`config.mk`:
```
export PLATFORM = sky130hd
export DESIGN_NAME = alu_arbiter_flat
export DESIGN_NICKNAME = d
export VERILOG_FILES = /design/src/rtl/alu_arb_pkg.sv /design/src/rtl/alu_arbiter_if.sv /design/src/rtl/alu_rr_arbiter.sv /design/src/rtl/alu_arbiter.sv /design/src/flat_wrapper.sv
export SDC_FILE = /design/constraint.sdc
export NUM_CORES = 1
export LEC_CHECK = 0
export BUFFER_PORTS_ARGS = -buffer_cell sky130_fd_sc_hd__buf_4
export CORE_ASPECT_RATIO = 0.9
export CORE_MARGIN = 3
export CORE_UTILIZATION = 46
export DETAILED_ROUTE_END_ITERATION = 8
export GPL_TIMING_DRIVEN = 1
export PLACE_DENSITY = 0.84
export SLEW_MARGIN = 10
export SYNTH_ARGS = -nofsm -noshare
export SYNTH_HDL_FRONTEND = slang
export SYNTH_SLANG_ARGS = --single-unit
```
`constraint.sdc`:
```
create_clock -name clk_i -period 4 [get_ports clk_i]
set_input_delay 0.2 -clock clk_i [delete_from_list [all_inputs] [get_ports clk_i]]
set_output_delay 0.2 -clock clk_i [all_outputs]
set_load 0.05 [all_outputs]
```
`src/rtl/alu_arb_pkg.sv`:
```
// Shared definitions for the two-requester ALU front-end arbiter:
// datapath width defaults, FSM state encoding and ALU opcode values.
package alu_arb_pkg;

   localparam int DATA_W_DEF = 8;
   localparam int OP_W_DEF   = 3;

   typedef enum logic [1:0] {
      ST_IDLE = 2'd0,
      ST_EXEC = 2'd1,
      ST_CAPT = 2'd2,
      ST_RESP = 2'd3
   } arb_state_e;

   // ALU opcodes; this block forwards them untouched to the ALU.
   localparam logic [OP_W_DEF-1:0] OP_LSL   = 3'd0;
   localparam logic [OP_W_DEF-1:0] OP_LSR   = 3'd1;
   localparam logic [OP_W_DEF-1:0] OP_AND   = 3'd2;
   localparam logic [OP_W_DEF-1:0] OP_OR    = 3'd3;
   localparam logic [OP_W_DEF-1:0] OP_SUB   = 3'd4;
   localparam logic [OP_W_DEF-1:0] OP_SETEQ = 3'd5;
   localparam logic [OP_W_DEF-1:0] OP_SETLT = 3'd6;
   localparam logic [OP_W_DEF-1:0] OP_NOT   = 3'd7;

   // Requester index to one-hot vector.
   function automatic logic [1:0] idx_to_oh(input logic idx);
      return idx ? 2'b10 : 2'b01;
   endfunction

endpackage

```
`src/rtl/alu_arbiter_if.sv`:
```
// Bundles the requester handshakes, the shared response bus and the
// ALU operand/result port. slave = arbiter side, master = environment
// (requesters plus the ALU itself).
interface alu_arbiter_if
   import alu_arb_pkg::*;
#(
   parameter int DATA_W = DATA_W_DEF,
   parameter int OP_W   = OP_W_DEF
);

   logic [1:0]             req_valid;
   logic [1:0]             req_ready;
   logic [1:0][OP_W-1:0]   req_op;
   logic [1:0][DATA_W-1:0] req_rs;
   logic [1:0][DATA_W-1:0] req_rt;

   logic [1:0]             rsp_valid;
   logic [1:0]             rsp_ready;
   logic [DATA_W-1:0]      rsp_data;
   logic                   rsp_eq;
   logic                   rsp_lt;

   logic [OP_W-1:0]        alu_op;
   logic [DATA_W-1:0]      alu_rs;
   logic [DATA_W-1:0]      alu_rt;
   logic [DATA_W-1:0]      alu_rd;
   logic                   alu_eq;
   logic                   alu_lt;

   modport slave (
      input  req_valid, req_op, req_rs, req_rt, rsp_ready,
      input  alu_rd, alu_eq, alu_lt,
      output req_ready, rsp_valid, rsp_data, rsp_eq, rsp_lt,
      output alu_op, alu_rs, alu_rt
   );

   modport master (
      output req_valid, req_op, req_rs, req_rt, rsp_ready,
      output alu_rd, alu_eq, alu_lt,
      input  req_ready, rsp_valid, rsp_data, rsp_eq, rsp_lt,
      input  alu_op, alu_rs, alu_rt
   );

endinterface

```
`src/rtl/alu_rr_arbiter.sv`:
```
// Two-way grant logic. Macro ALU_ARB_RR_EN selects round-robin on
// simultaneous requests; otherwise requester 0 has fixed priority.
// The last-grant pointer is kept in both builds (reset value 1, so
// requester 0 wins the first tie) but only steers round-robin.
module alu_rr_arbiter
   import alu_arb_pkg::*;
(
   input  logic       clk_i,
   input  logic       rst_n_i,
   input  logic       en_i,
   input  logic [1:0] req_i,
   output logic [1:0] gnt_o
);

   logic       last_q;
   logic       last_d;
   logic [1:0] gnt;

`ifdef ALU_ARB_RR_EN
   // Round-robin: a tie goes to the requester not served last.
   always_comb begin
      gnt = 2'b00;
      if (en_i) begin
         case (req_i)
            2'b01:   gnt = 2'b01;
            2'b10:   gnt = 2'b10;
            2'b11:   gnt = last_q ? 2'b01 : 2'b10;
            default: gnt = 2'b00;
         endcase
      end
   end
`else
   logic unused_last;
   assign unused_last = last_q;

   // Fixed priority: requester 0 wins any tie.
   always_comb begin
      gnt = 2'b00;
      if (en_i) begin
         if (req_i[0]) begin
            gnt = 2'b01;
         end else if (req_i[1]) begin
            gnt = 2'b10;
         end
      end
   end
`endif

   assign gnt_o = gnt;

   // Pointer moves only when a grant is actually issued.
   always_comb begin
      last_d = last_q;
      if (|gnt) begin
         last_d = gnt[1];
      end
   end

   // Last-grant pointer register.
   always_ff @(posedge clk_i or negedge rst_n_i) begin
      if (!rst_n_i) begin
         last_q <= 1'b1;
      end else begin
         last_q <= last_d;
      end
   end

endmodule

```
`src/rtl/alu_arbiter.sv`:
```
// Shares one external ALU between two requesters, one operation in
// flight at a time. Optional round-robin tie-break: ALU_ARB_RR_EN.
//
// state | meaning
// IDLE  | waiting; grants a pending request and latches its operands
// EXEC  | latched operands drive the ALU
// CAPT  | ALU result and flags registered onto the response bus
// RESP  | rsp_valid to the granted requester until it accepts
module alu_arbiter
   import alu_arb_pkg::*;
#(
   parameter int DATA_W = DATA_W_DEF,
   parameter int OP_W   = OP_W_DEF
)
(
   input  logic         clk_i,
   input  logic         rst_n_i,
   alu_arbiter_if.slave bus_if
);

   arb_state_e        state_q;
   arb_state_e        state_d;
   logic [1:0]        gnt;
   logic              accept;
   logic              sel_q;
   logic              sel_d;
   logic [OP_W-1:0]   op_q;
   logic [OP_W-1:0]   op_d;
   logic [DATA_W-1:0] rs_q;
   logic [DATA_W-1:0] rs_d;
   logic [DATA_W-1:0] rt_q;
   logic [DATA_W-1:0] rt_d;
   logic [DATA_W-1:0] data_q;
   logic [DATA_W-1:0] data_d;
   logic              eq_q;
   logic              eq_d;
   logic              lt_q;
   logic              lt_d;
   logic              arb_en;

   // Reset is folded in so req_ready stays low while reset is held.
   assign arb_en = (state_q == ST_IDLE) && rst_n_i;
   assign accept = |gnt;

   alu_rr_arbiter u_arb (
      .clk_i   (clk_i),
      .rst_n_i (rst_n_i),
      .en_i    (arb_en),
      .req_i   (bus_if.req_valid),
      .gnt_o   (gnt)
   );

   // State register.
   always_ff @(posedge clk_i or negedge rst_n_i) begin
      if (!rst_n_i) begin
         state_q <= ST_IDLE;
      end else begin
         state_q <= state_d;
      end
   end

   // Next-state logic; only the granted requester's rsp_ready matters.
   always_comb begin
      state_d = state_q;
      case (state_q)
         ST_IDLE: if (accept) state_d = ST_EXEC;
         ST_EXEC: state_d = ST_CAPT;
         ST_CAPT: state_d = ST_RESP;
         ST_RESP: if (bus_if.rsp_ready[sel_q]) state_d = ST_IDLE;
         default: state_d = ST_IDLE;
      endcase
   end

   // Handshake outputs decoded from state.
   always_comb begin
      bus_if.req_ready = gnt;
      bus_if.rsp_valid = 2'b00;
      if (state_q == ST_RESP) begin
         bus_if.rsp_valid = idx_to_oh(sel_q);
      end
   end

   // Operand latch on grant, result capture in CAPT; everything else holds.
   always_comb begin
      sel_d  = sel_q;
      op_d   = op_q;
      rs_d   = rs_q;
      rt_d   = rt_q;
      data_d = data_q;
      eq_d   = eq_q;
      lt_d   = lt_q;
      if (accept) begin
         sel_d = gnt[1];
         op_d  = bus_if.req_op[gnt[1]];
         rs_d  = bus_if.req_rs[gnt[1]];
         rt_d  = bus_if.req_rt[gnt[1]];
      end
      if (state_q == ST_CAPT) begin
         data_d = bus_if.alu_rd;
         eq_d   = bus_if.alu_eq;
         lt_d   = bus_if.alu_lt;
      end
   end

   // Datapath registers.
   always_ff @(posedge clk_i or negedge rst_n_i) begin
      if (!rst_n_i) begin
         sel_q  <= 1'b0;
         op_q   <= '0;
         rs_q   <= '0;
         rt_q   <= '0;
         data_q <= '0;
         eq_q   <= 1'b0;
         lt_q   <= 1'b0;
      end else begin
         sel_q  <= sel_d;
         op_q   <= op_d;
         rs_q   <= rs_d;
         rt_q   <= rt_d;
         data_q <= data_d;
         eq_q   <= eq_d;
         lt_q   <= lt_d;
      end
   end

   assign bus_if.alu_op   = op_q;
   assign bus_if.alu_rs   = rs_q;
   assign bus_if.alu_rt   = rt_q;
   assign bus_if.rsp_data = data_q;
   assign bus_if.rsp_eq   = eq_q;
   assign bus_if.rsp_lt   = lt_q;

endmodule

```
`src/flat_wrapper.sv`:
```
// flat-port wrapper written by rule: the top's interface ports become plain ports
module alu_arbiter_flat import alu_arb_pkg::*;
#(
   parameter int DATA_W = DATA_W_DEF,
   parameter int OP_W   = OP_W_DEF
)
  (clk_i, rst_n_i, bus_if_req_valid, bus_if_req_op, bus_if_req_rs, bus_if_req_rt, bus_if_rsp_ready, bus_if_alu_rd, bus_if_alu_eq, bus_if_alu_lt, bus_if_req_ready, bus_if_rsp_valid, bus_if_rsp_data, bus_if_rsp_eq, bus_if_rsp_lt, bus_if_alu_op, bus_if_alu_rs, bus_if_alu_rt);
  alu_arbiter_if #(.DATA_W(DATA_W), .OP_W(OP_W)) bus_if_i ();
  input  logic clk_i;
  input  logic rst_n_i;
  input wire logic [$bits(bus_if_i.req_valid)-1:0] bus_if_req_valid;
  input wire logic [$bits(bus_if_i.req_op)-1:0] bus_if_req_op;
  input wire logic [$bits(bus_if_i.req_rs)-1:0] bus_if_req_rs;
  input wire logic [$bits(bus_if_i.req_rt)-1:0] bus_if_req_rt;
  input wire logic [$bits(bus_if_i.rsp_ready)-1:0] bus_if_rsp_ready;
  input wire logic [$bits(bus_if_i.alu_rd)-1:0] bus_if_alu_rd;
  input wire logic [$bits(bus_if_i.alu_eq)-1:0] bus_if_alu_eq;
  input wire logic [$bits(bus_if_i.alu_lt)-1:0] bus_if_alu_lt;
  output wire logic [$bits(bus_if_i.req_ready)-1:0] bus_if_req_ready;
  output wire logic [$bits(bus_if_i.rsp_valid)-1:0] bus_if_rsp_valid;
  output wire logic [$bits(bus_if_i.rsp_data)-1:0] bus_if_rsp_data;
  output wire logic [$bits(bus_if_i.rsp_eq)-1:0] bus_if_rsp_eq;
  output wire logic [$bits(bus_if_i.rsp_lt)-1:0] bus_if_rsp_lt;
  output wire logic [$bits(bus_if_i.alu_op)-1:0] bus_if_alu_op;
  output wire logic [$bits(bus_if_i.alu_rs)-1:0] bus_if_alu_rs;
  output wire logic [$bits(bus_if_i.alu_rt)-1:0] bus_if_alu_rt;
  assign bus_if_i.req_valid = bus_if_req_valid;
  assign bus_if_i.req_op = bus_if_req_op;
  assign bus_if_i.req_rs = bus_if_req_rs;
  assign bus_if_i.req_rt = bus_if_req_rt;
  assign bus_if_i.rsp_ready = bus_if_rsp_ready;
  assign bus_if_i.alu_rd = bus_if_alu_rd;
  assign bus_if_i.alu_eq = bus_if_alu_eq;
  assign bus_if_i.alu_lt = bus_if_alu_lt;
  assign bus_if_req_ready = bus_if_i.req_ready;
  assign bus_if_rsp_valid = bus_if_i.rsp_valid;
  assign bus_if_rsp_data = bus_if_i.rsp_data;
  assign bus_if_rsp_eq = bus_if_i.rsp_eq;
  assign bus_if_rsp_lt = bus_if_i.rsp_lt;
  assign bus_if_alu_op = bus_if_i.alu_op;
  assign bus_if_alu_rs = bus_if_i.alu_rs;
  assign bus_if_alu_rt = bus_if_i.alu_rt;
  alu_arbiter #(.DATA_W(DATA_W), .OP_W(OP_W)) u_core (.clk_i(clk_i), .rst_n_i(rst_n_i), .bus_if(bus_if_i));
endmodule
```
==> flow_summary_export.csv <==
group,metric,value,unit
synthesis,synth-simple-area-share,0.0730,
finish,fin_nets,271,
global_route,grt_overflow,0,
routing,totalWireLength,3.62,mm
routing,viasPerCell,4.85,
routing,drt-pass1-iter-count,4,
synthesis,synthMuxAreaShare,0.224,
finish,drive_gt1_frac,0.502,
timing,slew_headroom,0.424,
floorplanning,core,0.00293,sq mm
setup_path,arrival,2310,ps
clocking,cts_tree,"yes",
synthesis,async_flop_share,1.00,
setup_path,crit_fanout,35,
clocking,cts_setup_buffers,0,
clocking,insertion_delay,320,ps
synthesis,synth_top_cells_by_count,"32 x dfrtp_1, 21 x mux2i_1, 19 x nand2_1, 18 x o21ai_1, 10 x mux2_2",
synthesis,syn_inst,125,
floorplanning,row_count,18,
global_route,first_global_vias,1234,
timing,fin_crit_sh,0.627,
routing,wl_per_cell,14.3,microns
floorplanning,start_util,0.509,
global_route,grt_pass1_wl,5.51,mm
setup_path,rr_worst_depth,5,
synthesis,synthAdderAreaFrac,0.0336,
floorplanning,die_width,66.0,microns
pwr,p_per_area,868,mW/mm^2
placed_design,dp_hpwl,2.81,mm
synthesis,yosysWarnings,0,
setup_path,worstPathRequired,3800,ps
setup_path,cp-startpoint,"rst_n_i",
clocking,cts-root-buf,"clkbuf_4",
timing,rsz0062_at_grt,"false",
global_route,grt.total_usage,0.187,
synthesis,syn-cell-area,0.00149,sq mm
synthesis,synth_seq_cells,32,
pwr,ir_drop,0.644,mV
setup_path,regToRegSetupSlack,1890,ps
placed_design,dpl-instance-area,0.00214,sq mm
clocking,cts.clk_slew.worst_paths,90,ps
timing,max_freq,0.399,GHz
finish,syn2layout_area_growth,48.3,%
clocking,cts_buffer_depth,2,
setup_path,crit_path_end,"bus_if_req_ready[1]",
pwr,cellLeakagePower,1.26,nW
global_route,grt_max_degree,40,
routing,drt_iter0_drc,46,
routing,drc,0,
routing,antenna_left,0,
synthesis,synth_area_leaders,"dfrtp_1 54%, mux2i_1 14%, mux2_2 7.6%",
synthesis,synth.avg_cell_area,11.9,sq um
timing,min_period,2510,ps
hold_path,min_path_type,"input port to flop",
timing,finalSetupViolations,0,
timing,skew,10.8,ps
synthesis,synth_top_area_frac,0.537,
clocking,cts_inserted_buffers,5,
timing,tns,0,ps
setup_path,crit_path_end_kind,"primary output",
global_route,grt_antenna_before_repair,0,
routing,via_count,1226,
hold_path,hp-start,"bus_if_alu_rd[5]",
synthesis,synth_edf_count,0,
timing,worst_pin_slew,861,ps
timing,hold_viol,0,
clocking,htree_levels,2,
setup_path,r2r_start,"u_core.state_q[0]",
synthesis,synth_ff_type,"dfrtp_1",
setup_path,reg2reg_to,"u_core.bus_if.alu_rt[4]",
floorplanning,dieArea,0.00396,sq mm
flow_run,cap_violations,0,
clocking,cts.sinks,32,
finish,diodes,0,
synthesis,synth_largest_area_cell,"dfrtp_1",
setup_path,critPathKind,"input port to primary output",
floorplanning,die_height,60.0,microns
synthesis,synth-compound-area-share,0.0839,
synthesis,synth_top_family_by_area,"multiplexers",
synthesis,ys_types,20,
synthesis,synth_fp_nets,183,
floorplanning,boundaryPins,87,
finish,final_area,0.00221,sq mm
synthesis,synthMostInstantiatedCell,"dfrtp_1",
placed_design,io_buffers,86,
placed_design,gp_congestion,0.652,
setup_path,critPathLaunchType,"input port",
status,status,"finished clean",
synthesis,synth_xor_area_frac,0,
synthesis,synth-seq-area-share,0.537,
timing,drv_slew,0,
==> per-stage QoR <==
step	std cells	worst slack, ps	util	power (mW)	hold slack, ps
after floorplan	125	2440	-	1.38	-95.6
after detailed placement	245	1890	0.730	1.74	169
after CTS	253	1460	0.756	1.94	89.8
after global routing	253	1340	0.756	2.03	82.6
after global placement	245	1980	0.730	1.70	166
final	253	1490	0.756	1.92	110
==> worst min path at each step <==
stage                     slack, ps                         to  cells past startpoint
after floorplan                -100    u_core.bus_if.alu_op[0]                      0
after global placement          170    u_core.bus_if.alu_rt[1]                      1
after detailed placement        170    u_core.bus_if.alu_rt[7]                      1
after CTS                        90  u_core.bus_if.rsp_data[5]                      2
after global routing             80       u_core.bus_if.rsp_lt                      2
final                           110  u_core.bus_if.rsp_data[5]                      2
==> cells in the final DEF (no fill, tap or decap), drive strengths merged <==
cell          n
a22oi         1
and2          1
and3          1
buf          87
clkbuf        7
dfrtp        32
dlygate4sd3   1
ha            4
inv           4
mux2         11
mux2i        21
nand2        19
nand4b        1
nor2          1
nor2b         1
o211ai        1
o21ai        20
==> state kept, by name (all words and copies together), names as in the netlist <==
register / count
u_core.bus_if.alu_op: 3
u_core.bus_if.alu_rs: 8
u_core.bus_if.alu_rt: 8
u_core.bus_if.rsp_data: 8
u_core.bus_if.rsp_eq: 1
u_core.bus_if.rsp_lt: 1
u_core.sel_q: 1
u_core.state_q: 2
==> metal layers <==
layer  global-route usage  vias to the layer above  part of all wire
met5                    0                        -                 0
met4               0.0348                        0                 0
met3               0.0771                        0              0.10
met2                0.346                       58              0.52
met1                0.202                      563              0.37
li1                     -                      605                 -
==> cell families (layout without fill, tap and decap cells) <==
logic type,after synthesis,after routing
AOI/OAI and AO/OA,22,22
adders and majority gates,4,4
buffers and inverters,11,99
DFF,32,32
muxes,32,32
and+or+nand+nor,24,24
==> repair_timing <==
action	CTS	global route
hold buffers	1	0
resized for setup	0	0
hold endpoints to repair	32	0
==> worst max-delay path: stages <==
cell	delay, ps
dlygate4sd3_1	520
buf_4	390
nand4b_2	760
inv_1	200
buf_4	220
==> final cells by class <==
class | count | area, sq um
multi-input combinational | 82 | 618
clock buffer | 7 | 65.1
tap | 40 | 50.0
timing repair buffer | 88 | 663
sequential | 32 | 801
fill | 208 | 716
inverter | 4 | 15.0
==> where the power goes <==
part	switching (mW)	internal (mW)	total (mW)
combinational	0.767	0.386	1.15
clock	0.0976	0.0996	0.197
sequential	0.0896	0.480	0.569
(Power assumes the default switching activity.)
